==> src/rtl/counter_decoder.sv <==
// counter_decoder: saturating 0..7 queue counter with wait-time ROM and
// three seven-segment displays (queue count, wait-time units, wait-time tens).
// Optional feature macro: CLKUP_EN (count and alarm update only when clkup=1).

module counter_decoder (
   input  logic       clk,
   input  logic       reset,
   input  logic       clkup,
   input  logic       switch,
   input  logic [1:0] tcount,
   output logic [6:0] pcount,
   output logic [6:0] wtime1,
   output logic [6:0] wtime2,
   output logic       full_flag,
   output logic       empty_flag,
   output logic       alarm
);

   localparam int unsigned CNT_W   = 4;
   localparam int unsigned BCD_W   = 8;
   localparam logic [CNT_W-1:0] CNT_MAX = CNT_W'(7);

   logic [CNT_W-1:0] count_q, count_d;
   logic             alarm_q, alarm_d;
   logic             step_en;
   logic [1:0]       tellers;
   logic [BCD_W-1:0] wait_bcd;

`ifdef CLKUP_EN
   assign step_en = clkup;
`else
   assign step_en = 1'b1;
   logic unused_clkup;
   assign unused_clkup = clkup;
`endif

   // Wait time in BCD, indexed by active tellers (1..3) and queue count (0..7).
   function automatic logic [BCD_W-1:0] wait_rom(input logic [1:0] tel,
                                                  input logic [CNT_W-1:0] cnt);
      logic [BCD_W-1:0] w;
      w = 8'h00;
      case (tel)
         2'd2: begin
            case (cnt)
               4'd1: w = 8'h03;
               4'd2: w = 8'h04;
               4'd3: w = 8'h06;
               4'd4: w = 8'h07;
               4'd5: w = 8'h09;
               4'd6: w = 8'h10;
               4'd7: w = 8'h12;
               default: w = 8'h00;
            endcase
         end
         2'd3: begin
            case (cnt)
               4'd1: w = 8'h03;
               4'd2: w = 8'h04;
               4'd3: w = 8'h05;
               4'd4: w = 8'h06;
               4'd5: w = 8'h07;
               4'd6: w = 8'h08;
               4'd7: w = 8'h09;
               default: w = 8'h00;
            endcase
         end
         default: begin
            case (cnt)
               4'd1: w = 8'h03;
               4'd2: w = 8'h06;
               4'd3: w = 8'h09;
               4'd4: w = 8'h12;
               4'd5: w = 8'h15;
               4'd6: w = 8'h18;
               4'd7: w = 8'h21;
               default: w = 8'h00;
            endcase
         end
      endcase
      return w;
   endfunction

   // Next count and alarm: saturating step, alarm flags an out-of-range request.
   always_comb begin
      count_d = count_q;
      alarm_d = alarm_q;
      if (step_en) begin
         if (switch) begin
            if (count_q < CNT_MAX) begin
               count_d = count_q + CNT_W'(1);
               alarm_d = 1'b0;
            end else begin
               alarm_d = 1'b1;
            end
         end else begin
            if (count_q != '0) begin
               count_d = count_q - CNT_W'(1);
               alarm_d = 1'b0;
            end else begin
               alarm_d = 1'b1;
            end
         end
      end
   end

   // State registers with synchronous reset.
   always_ff @(posedge clk) begin
      if (reset) begin
         count_q <= '0;
         alarm_q <= 1'b0;
      end else begin
         count_q <= count_d;
         alarm_q <= alarm_d;
      end
   end

   // A teller count of zero is treated as one teller.
   always_comb begin
      tellers  = (tcount == 2'd0) ? 2'd1 : tcount;
      wait_bcd = wait_rom(tellers, count_q);
   end

   assign full_flag  = (count_q == CNT_MAX);
   assign empty_flag = (count_q == '0);
   assign alarm      = alarm_q;

   seg7_decoder u_seg_count (.code(count_q),       .seg_c(pcount));
   seg7_decoder u_seg_units (.code(wait_bcd[3:0]), .seg_c(wtime1));
   seg7_decoder u_seg_tens  (.code(wait_bcd[7:4]), .seg_c(wtime2));

endmodule

// Hex to active-high seven-segment image, bit6=a .. bit0=g.
module seg7_decoder (
   input  logic [3:0] code,
   output logic [6:0] seg_c
);

   // Segment lookup.
   always_comb begin
      seg_c = 7'h00;
      case (code)
         4'h0: seg_c = 7'h7E;
         4'h1: seg_c = 7'h30;
         4'h2: seg_c = 7'h6D;
         4'h3: seg_c = 7'h79;
         4'h4: seg_c = 7'h33;
         4'h5: seg_c = 7'h5B;
         4'h6: seg_c = 7'h5F;
         4'h7: seg_c = 7'h70;
         4'h8: seg_c = 7'h7F;
         4'h9: seg_c = 7'h7B;
         4'hA: seg_c = 7'h77;
         4'hB: seg_c = 7'h1F;
         4'hC: seg_c = 7'h4E;
         4'hD: seg_c = 7'h3D;
         4'hE: seg_c = 7'h4F;
         4'hF: seg_c = 7'h47;
         default: seg_c = 7'h00;
      endcase
   end

endmodule

==> config.mk <==
export PLATFORM = sky130hd
export DESIGN_NAME = counter_decoder
export DESIGN_NICKNAME = d
export VERILOG_FILES = /design/src/rtl/counter_decoder.sv
export SDC_FILE = /design/constraint.sdc
export NUM_CORES = 1
export LEC_CHECK = 0
export CAP_MARGIN = 25
export CORE_MARGIN = 4
export CORE_UTILIZATION = 48
export CTS_BUF_LIST = sky130_fd_sc_hd__clkbuf_8
export CTS_CLUSTER_DIAMETER = 80
export DETAILED_ROUTE_END_ITERATION = 10
export GPL_TIMING_DRIVEN = 0
export PLACE_DENSITY_LB_ADDON = 0.05
export SYNTH_ARGS = -nofsm -noshare
export SYNTH_HDL_FRONTEND = slang
export SYNTH_HIERARCHICAL = 1
export SYNTH_SLANG_ARGS = --single-unit
==> constraint.sdc <==
create_clock -name clk -period 3 [get_ports clk]
set_clock_uncertainty 0.2 [all_clocks]
set_input_delay 0.6 -clock clk [delete_from_list [all_inputs] [get_ports clk]]
set_output_delay 0.6 -clock clk [all_outputs]
set_load 0.1 [all_outputs]
==> impl_metrics.env <==
export IMPL_outcome="complete, but fails checks"
export IMPL_failed_checks="setup timing"
export IMPL_required_ns=2.20
export IMPL_cp_end_kind="output pin"
export IMPL_syn_inst=165
export IMPL_nets=269
export IMPL_final_util=0.919
export IMPL_synth_compound_area_share=0.202
export IMPL_timing_final_crit_period_ns=3.32
export IMPL_synth_xor_area_share=0.0125
export IMPL_timing_max_cap_violations=0
export IMPL_dpl_hpwl_um=2580
export IMPL_drt_antenna_violating_nets=0
export IMPL_hold_violations=0
export IMPL_synth_edf_count=0
export IMPL_syn2layout_area_growth_pct=82.3
export IMPL_rsz0062_at_grt="true"
export IMPL_root_buffer="clkbuf_8"
export IMPL_setup_violations_final=12
export IMPL_worst_slack_ns=-0.317
export IMPL_cpPeakStageDelay_ns=0.48
export IMPL_grt_max_degree=11
export IMPL_drc_errors=0
export IMPL_die_x_um=62.1
export IMPL_finalInstanceArea_um2=2560
export IMPL_synthSimpleGateAreaFrac=0.186
export IMPL_cp_arrival_ns=2.52
export IMPL_synth_seq_cells=5
export IMPL_grt_pass1_wl_um=6800
export IMPL_max_freq_ghz=0.301
export IMPL_synth_top_family_by_area="adder cells"
export IMPL_synth_area_per_cell_um2=8.50
export IMPL_ioPinCount=30
export IMPL_crit_path_cell_trace="buf_6, inv_4, o21ai_0, o2111a_1, nor3_4, inv_4, buf_6, ha_4, inv_1, mux4_2, buf_12"
export IMPL_drt_iter0_markers=127
export IMPL_yosysSeqAreaShare=0.0714
export IMPL_relSlewSlack=0.337
export IMPL_drive_gt1_frac=0.597
export IMPL_cts_tree="done"
export IMPL_gr_usage_met1=0.249
export IMPL_routedWlPerCell_um=21.0
export IMPL_die_y_um=62.1
export IMPL_num_vias=1626
export IMPL_clkLatencyLatePin_ns=0.22
export IMPL_dpl_cell_area_um2=1910
export IMPL_ys_warn_count=6
export IMPL_clock_sinks=5
export IMPL_max_slew_worst_pin_slew_ns=0.998
export IMPL_numCtsBuffers=3
export IMPL_firstDrtPassIters=4
export IMPL_use_met3=0.0351
export IMPL_n_antenna_cell=0
export IMPL_cp_top_family="buffers and inverters"
export IMPL_synth_main_ff_cell="dfxtp_1"
export IMPL_crit_buf_inv=6
export IMPL_met2_usage=0.433
export IMPL_grt_total_usage=0.229
export IMPL_critical_path_max_fanout=6
export IMPL_port_buffers=25
export IMPL_clk_path_buf_depth=2
export IMPL_initial_core_util=0.504
export IMPL_cts_max_level=1
export IMPL_synthMuxAreaShare=0.184
export IMPL_rows=19
export IMPL_holdBufCountCts=0
export IMPL_synthDistinctLibCells=38
export IMPL_wirelength_um=5610
export IMPL_hold_class="register to register"
export IMPL_slowest_stage="mux4_2"
export IMPL_whs_ns=0.511
export IMPL_grt_pass1_vias=1519
export IMPL_dieArea_um2=3850
export IMPL_top_usage_layer="met2"
export IMPL_timing_final_crit_share=1.11
export IMPL_synth_area_um2=1400
export IMPL_async_flop_share=0
export IMPL_antenna_found_initial=0
export IMPL_synthAdderAreaFrac=0.232
export IMPL_criticalPathCategory="register to output pin"
export IMPL_overflow=0
export IMPL_place_congestion=0.848
export IMPL_via_per_inst=6.09
export IMPL_core_area_um2=2780
export IMPL_critPathLaunchType="register"
export IMPL_slew_violations=0
export IMPL_clkTransAtPathRegs_ns=0.04
worst paths after layout:
check	depth (start not counted)	from	slack (ns)	to
max	11	count_q[2]	-0.32	wtime1[3]
min	3	count_q[0]	0.51	count_q[0]
max reg2reg	7	count_q[0]	1.25	count_q[2]
min reg2reg	3	count_q[0]	0.51	count_q[0]
cell usage after synthesis (all sizes together) (3+ instances only):
cell    instances  area [um^2]
mux2            9          109
dfxtp           5          100
ha             26          325
buf            10         75.1
o32a            3         30.0
o21ai           4         20.0
nor2b           3         18.8
a21oi          12         60.1
o31a            3         27.5
nor2            9         33.8
nand2b          5         31.3
or2b            3         22.5
inv            21         78.8
nand2           5         18.8
mux4            3         78.8
mux2i           7         70.1
a211oi          5         42.5
nor3           11         55.1
a221oi          3         26.3
nand3b          3         22.5
a31o            3         26.3
cell usage in the layout (no fill, tap or decap), types with 3 or more instances in the layout:
master / n
nand2b_1: 4
mux2i_1: 6
conb_1: 8
or2b_1: 3
buf_6: 8
buf_12: 13
ha_1: 14
mux2_2: 3
nor3_1: 5
buf_4: 31
a21oi_4: 3
nand2_1: 4
clkbuf_2: 3
nand3b_1: 3
inv_2: 3
a21oi_2: 4
o21ai_0: 3
nor2_1: 4
nor3_2: 4
nor2_4: 3
ha_4: 10
clkdlybuf4s15_2: 4
a31o_2: 3
dfxtp_4: 3
inv_1: 13
mux2_4: 6
a21oi_1: 5
a211oi_1: 3
buf_2: 5
clkbuf_8: 3
inv_4: 6
area by class of cell:
type                            count  area (um^2)
Buffer                             10         96.3
Clock buffer                        3         41.3
Clock inverter                      1         3.75
Fill cell                         103          224
Inverter                           21         93.8
Multi-Input combinational cell    136         1540
Sequential cell                     5          111
Tap cell                           31         38.8
Timing Repair Buffer               60          636
through the flow:
step | setup TNS (ns) | setup slack (ns) | instances
after floorplan | -0.286 | -0.136 | 172
after detailed placement | -17.24 | -1.58 | 228
after global placement | -16.42 | -1.52 | 228
final | -2.67 | -0.317 | 267
after CTS | -0.823 | -0.191 | 258
after global routing | -3.52 | -0.412 | 267
per-layer routing:
layer	part of all wire	up-vias	routed length, um
li1	-	724	-
met1	0.38	786	2130
met2	0.51	80	2890
met3	0.040	36	226
met4	0.066	0	368
met5	0	-	0
kinds of logic (layout without fill, tap and decap cells):
family                     Yosys count  after routing
and+or+nand+nor                     43             43
AOI/OAI and AO/OA                   38             38
buffers and inverters               31             95
adders and majority gates           26             26
muxes                               19             19
DFF                                  5              5
xor gates and xnor gates             2              2
other                                1              8
sequential cells by signal (all words and copies together), names as in the netlist:
signal and count:
count_q 4, alarm 1
timing repair:
| action | in CTS | in global routing |
|---|---|---|
| pin swaps | 12 | 13 |
| setup buffers | 26 | 9 |
| cloned | 0 | 0 |
| resized for setup | 150 | 40 |
| endpoints found under the setup margin | 22 | 14 |
worst reg2reg max path, stage by stage, from the launching register on:
cell      delay [ns]
dfxtp_4         0.41
inv_4           0.08
ha_4            0.18
buf_4           0.16
nor4b_2         0.17
a211oi_2        0.24
xnor2_1         0.14
nor2_1          0.05
Power is left out: the tool's default activity adds up to more than one toggle a clock period on the data nets, which glitch-free logic cannot reach.
==> RTL edit 1 (same flow settings) <==
Add an input register stage for `switch`; this delays it by one clock. The other inputs are not delayed to match.
--- a/src/rtl/counter_decoder.sv
+++ b/src/rtl/counter_decoder.sv
@@ -19,6 +19,12 @@
    localparam int unsigned CNT_W   = 4;
    localparam int unsigned BCD_W   = 8;
    localparam logic [CNT_W-1:0] CNT_MAX = CNT_W'(7);
+
+   logic switch_q;
+
+   always_ff @(posedge clk) begin
+      switch_q <= switch;
+   end
 
    logic [CNT_W-1:0] count_q, count_d;
    logic             alarm_q, alarm_d;
@@ -85,7 +91,7 @@
       count_d = count_q;
       alarm_d = alarm_q;
       if (step_en) begin
-         if (switch) begin
+         if (switch_q) begin
             if (count_q < CNT_MAX) begin
                count_d = count_q + CNT_W'(1);
                alarm_d = 1'b0;
Behaviour: not the same (a bounded check fails within 4 cycles, from zero or initial values and one cycle with reset high).
==> RTL edit 1 against the original RTL <==
- the run still ends with setup timing left
- synthesized area up 0.98%
- worst hold slack got worse by 0.065 ns
- register-to-register slack got worse by 0.32 ns
- die area is 0.86% higher
- design area up 1.7%
- non-clock buffer count is 1 higher
- sequential cell count rose by 1
- routed wire length is 5.8% higher
- worst setup slack worse by 0.11 ns
- critical endpoint unchanged
- largest cell class unchanged
Power is left out: the tool's default activity adds up to more than one toggle a clock period on the data nets, which glitch-free logic cannot reach.
==> RTL edit 1: results (changes against the original RTL) <==
Logic synthesis
  • Adder-Cell Fraction of Synth Area: 23.9% (+0.66 points)
  • Largest cells by area after synthesis: ha_1 24%, dfxtp_1 8.5%, a21oi_1 6.7%
  • Yosys warning total: 6 (unchanged)
  • Count of cell types in the netlist: 41 (+7.9%)
  • Post-synth ARST share: 0% (unchanged)
  • Seq/Total Area, Yosys: 8.48% (+1.3 points)
  • Synth Area in Compound Gates: 19.5% (-0.73 points)
  • Xor/xnor share of the synthesized area: 0.618% (-0.63 points)
  • Ys flop type: dfxtp_1
  • Mux cell area share after synthesis: 18.0% (-0.36 points)
  • Post-synth top cells: 27 x ha_1, 21 x inv_1, 19 x a21oi_1, 11 x nor3_1, 8 x mux2_2

Route
  • Top Metal Used: met4
  • Met2 wire len: 3000 um (+4.0%)
  • Routed WL: 5940 um (+5.8%)
  • DR vias/cell: 6.32 (+3.8%)
  • Pre-Repair DR Iteration Count: 4 (unchanged)
  • DRT met1 WL: 2140 um (+0.66%)
  • Initial detailed-routing violation count: 129 (+1.6%)
  • Met3 WL: 402 um (+78%)

Status
  • Failing checks: setup timing
  • Status: complete, but fails checks

GRT
  • M1 GR Usage: 22.4% (-2.5 points)
  • First-pass GRT wire length: 6980 um (+2.7%)
  • Vias in the first global route: 1583 (+4.2%)
  • Busiest metal layer after global routing: met2
  • Met2 usage: 41.3% (-2.0 points)
  • GR Util met3: 4.32% (+0.81 points)
  • Gr usage total: 21.5% (-1.4 points)
  • Initial antenna violation count: 0 (unchanged)

Worst setup path
  • Crit-path max FO: 5 (-1)
  • CP arrival: 2.63 ns (+0.11 ns)

Finish
  • Layout cells sized above 1: 59.2% (-0.56 points)
  • ClkCell Share: 1.73% (-0.029 points)
  • Fraction of area in multi-input gates: 60.4% (+0.32 points)
  • Non-Clock Buffer Count: 71 (+1.4%)
  • Final #Nets: 279 (+3.7%)
  • FFs & Latches: 6 (+1)
  • Top reg by flops: count_q
  • NonClk Buf Share: 27.6% (-1.0 points)
  • Count of multi-input gates: 142 (+4.4%)
  • Nonclk inv count: 22 (+4.8%)
  • # diodes: 0 (unchanged)
  • Fraction of area in registers: 5.00% (+0.65 points)
  • FILL cells: 94 (-8.7%)

Placement
  • Placer Congestion: 0.838 (-1.1%)
  • Buffers on Ports: 27 (+8.0%)
  • Detailed Place HPWL: 2700 um (+4.5%)

Timing
  • Post-route worst setup slack: -0.426 ns (-0.108 ns)
  • Final setup vio count: 14 (+2)
  • Slew headroom: 35.6% (+1.9 points)

CTS
  • Root buffer cell: clkbuf_8
  • H-tree depth: 1 (unchanged)
  • Clock-pin slew on the worst setup and hold paths: 0.04 ns (about the same)
  • CTS max path bufs: 2 (unchanged)

Min path
  • Hold Crit Class: flop to flop
RTL edit 1: cell count changes after synthesis, moves of 2 or more:
cell      change
a31oi_1       +2
nand3_1       +2
a221oi_1      -2
a21oi_1       +7
or3_1         +2
a211oi_1      -2
nor2_1        -5
nand2b_1      +2
RTL edit 1: repair_timing:
action                     in CTS  in global routing
setup buffers                  15                 20
resized for setup             148                 50
hold endpoints to repair        0                  0
cloned                          0                  0
setup endpoints to repair      22                 16
pin swaps                       5                 16
RTL edit 1: path summary, 6_finish.rpt:
kind	startpoint	end	slack, ns	cells past startpoint
min reg2reg	switch_q$_DFF_P_	count_q[2]$_SDFFE_PP0P_	0.45	2
max	count_q[1]$_SDFFE_PP0P_	wtime1[3]	-0.43	9
min	switch_q$_DFF_P_	count_q[2]$_SDFFE_PP0P_	0.45	2
max reg2reg	count_q[0]$_SDFFE_PP0P_	count_q[0]$_SDFFE_PP0P_	0.93	8
RTL edit 1: worst max-delay path, cell delays in order (launching register included):
cell	delay, ns
dfxtp_4	0.42
inv_4	0.07
ha_4	0.18
buf_4	0.14
a31oi_1	0.34
a21oi_4	0.16
inv_2	0.16
ha_4	0.22
mux4_2	0.50
buf_12	0.19
RTL edit 1: cell families after synthesis:
family | count (synthesis)
AOI/OAI and AO/OA | 41
xor gates and xnor gates | 1
adders and majority gates | 27
buffers and inverters | 32
DFF | 6
muxes | 19
other | 1
and+or+nand+nor | 46
RTL edit 1: stage by stage:
step,hold slack (ns),setup TNS (ns),setup slack [ns],instance area (sq um),std cells
final,0.447,-3.59,-0.426,2600,276
after CTS,0.364,-2.44,-0.327,2280,256
after global placement,0.351,-18.43,-1.54,1980,238
after floorplan,0.313,-0.559,-0.402,1670,180
after global routing,0.466,-4.40,-0.471,2600,276
after detailed placement,0.367,-19.19,-1.66,1980,238
==> RTL edit 2 (same flow settings) <==
Without the edit above. The option `CLKUP_EN` is turned on by a define.
--- a/src/rtl/counter_decoder.sv
+++ b/src/rtl/counter_decoder.sv
@@ -1,6 +1,8 @@
 // counter_decoder: saturating 0..7 queue counter with wait-time ROM and
 // three seven-segment displays (queue count, wait-time units, wait-time tens).
 // Optional feature macro: CLKUP_EN (count and alarm update only when clkup=1).
+
+`define CLKUP_EN
 
 module counter_decoder (
    input  logic       clk,
Behaviour: not the same (a bounded check fails within 4 cycles, from zero or initial values and one cycle with reset high).
==> RTL edit 2 against the original RTL <==
- the flow still finishes with violations (setup timing)
- sequential cell count did not move
- register-to-register slack got worse by 0.26 ns
- utilization fell by 6.5 points
- sequential share of layout area rose by 0.42 points
- routed wire length fell by 34%
- design area fell by 8.7%
- worst hold slack got worse by 0.21 ns
- final cell count fell by 3.7%
- synthesized area fell by 2.6%
- synthesized cell count did not move
- worst setup slack improved by 0.075 ns
- critical path type unchanged
- critical endpoint unchanged
==> RTL edit 2: results (changes against the original RTL) <==
Placement
  • Detailed Place HPWL: 2410 um (-6.7%)
  • Placed cells: 230 (+0.88%)
  • Placer Congestion: 0.803 (-5.3%)
  • Buffers on Ports: 27 (+8.0%)

Route
  • Drt wl/cell: 14.4 um (-32%)
  • Pre-Repair DR Iteration Count: 4 (unchanged)
  • DR vias/cell: 5.54 (-9.0%)
  • Initial detailed-routing violation count: 67 (-47%)

CTS
  • Postcts setup bufs: 15 (-42%)
  • Worst-skew pair later-pin latency: 0.22 ns (about the same)
  • CTS resizes: 149 (-0.67%)
  • CTS max path bufs: 2 (unchanged)
  • Clock buffers created by TritonCTS: 3 (unchanged)
  • Root buffer cell: clkbuf_8

Logic synthesis
  • Count of cell types in the netlist: 33 (-13%)
  • Seq/Total Area, Yosys: 7.33% (+0.19 points)
  • Post-synth ARST share: 0% (unchanged)
  • Post-synth top cells: 26 x ha_1, 22 x inv_1, 13 x a21oi_1, 12 x nor3_1
  • Ys flop type: dfxtp_1
  • Yosys warning total: 6 (unchanged)
  • Largest cells by area after synthesis: ha_1 24%, mux2_2 7.4%, dfxtp_1 7.3%
  • Avg Cell Area, Syn: 8.28 sq um (-2.6%)

Timing
  • Setup_tns: -1.04 ns (+1.63 ns)
  • Least-Margin Pin Slew: 0.968 ns (-0.0294 ns)
  • Post-route worst setup slack: -0.243 ns (+0.0748 ns)
  • Final setup vio count: 10 (-2)
  • Final hold vios: 0 (unchanged)

Finish
  • Top reg by flops: count_q
  • Final Non-Filler Cells: 257 (-3.7%)
  • Final #Nets: 259 (-3.7%)
  • Max reg flops: 4 (unchanged)
  • Layout cells sized above 1: 52.2% (-7.5 points)

Worst setup path
  • Crit-path max FO: 5 (-1)
  • Critical R2R Capture: count_q[3]$_SDFFE_PP0P_
  • Critical path origin: count_q[0]$_SDFFE_PP0P_
  • R2r setup slk: 0.99 ns (-0.26 ns)

GRT
  • First-pass GRT wire length: 5940 um (-13%)
  • Gr usage total: 19.9% (-3.0 points)
  • Vias in the first global route: 1314 (-13%)

Min path
  • WHS Endpoint: alarm$_SDFFE_PP0P_
  • Hold Startpoint: alarm$_SDFFE_PP0P_
  • Hold depth: 2 (-1)

Status
  • Failing checks: setup timing
  • Status: complete, but fails checks

Power and ir drop
  • Worst VDD drop: 0.00108 V
RTL edit 2: worst max-delay path, delay by kind of cell, from the launching register on:
| family | cells | cell delay, ns |
|---|---|---|
| and+or+nand+nor | 1 | 0.09 |
| muxes | 1 | 0.49 |
| AOI/OAI and AO/OA | 1 | 0.23 |
| buffers and inverters | 4 | 0.62 |
| DFF | 1 | 0.38 |
| adders and majority gates | 2 | 0.40 |
RTL edit 2: stage by stage:
stage | setup WS [ns] | cell area [sq um] | hold slack, ns
detailed placement | -1.56 | 1890 | 0.284
global placement | -1.54 | 1890 | 0.283
global route | -0.311 | 2330 | 0.322
floorplan | -0.134 | 1580 | 0.363
finish | -0.243 | 2330 | 0.298
CTS | -0.262 | 2220 | 0.294
RTL edit 2: kinds of logic (layout without fill, tap and decap cells):
kind of cell	Yosys count	after routing	synth area share (%)
xor+xnor	2	2	1.28
compound gates	35	35	19.0
simple gates	45	45	18.6
fa+ha+maj	26	26	23.8
mux	20	20	19.0
buf+inv	31	85	10.7
flops	5	5	7.33
other cells	1	8	0.274
RTL edit 2: final cells by class:
cell class	count	area (sq um)
multi-input cells	136	1440
repair buffers	50	513
fillers	147	399
flip-flops and latches	5	111
inverters	22	97.6
plain buffers	9	87.6
clock buffers	3	41.3
well taps	31	38.8
clock inverters	1	3.75
RTL edit 2: layer usage:
layer	vias to the layer above	GRT usage, %	routed length [um]
met5	-	0	0
met4	0	5.15	24
met3	4	1.05	94
met2	30	37.6	2020
met1	688	24.5	1560
li1	702	-	-
RTL edit 2: power by group through the flow:
stage | Sequential (uW) | Clock, uW | Combinational [uW]
2_1_floorplan | 118 | 0 | 1250
3_3_place_gp | 116 | 0 | 1500
3_5_place_dp | 117 | 0 | 1520
4_1_cts | 115 | 123 | 1730
5_1_grt | 115 | 128 | 1910
6_report | 112 | 119 | 1820
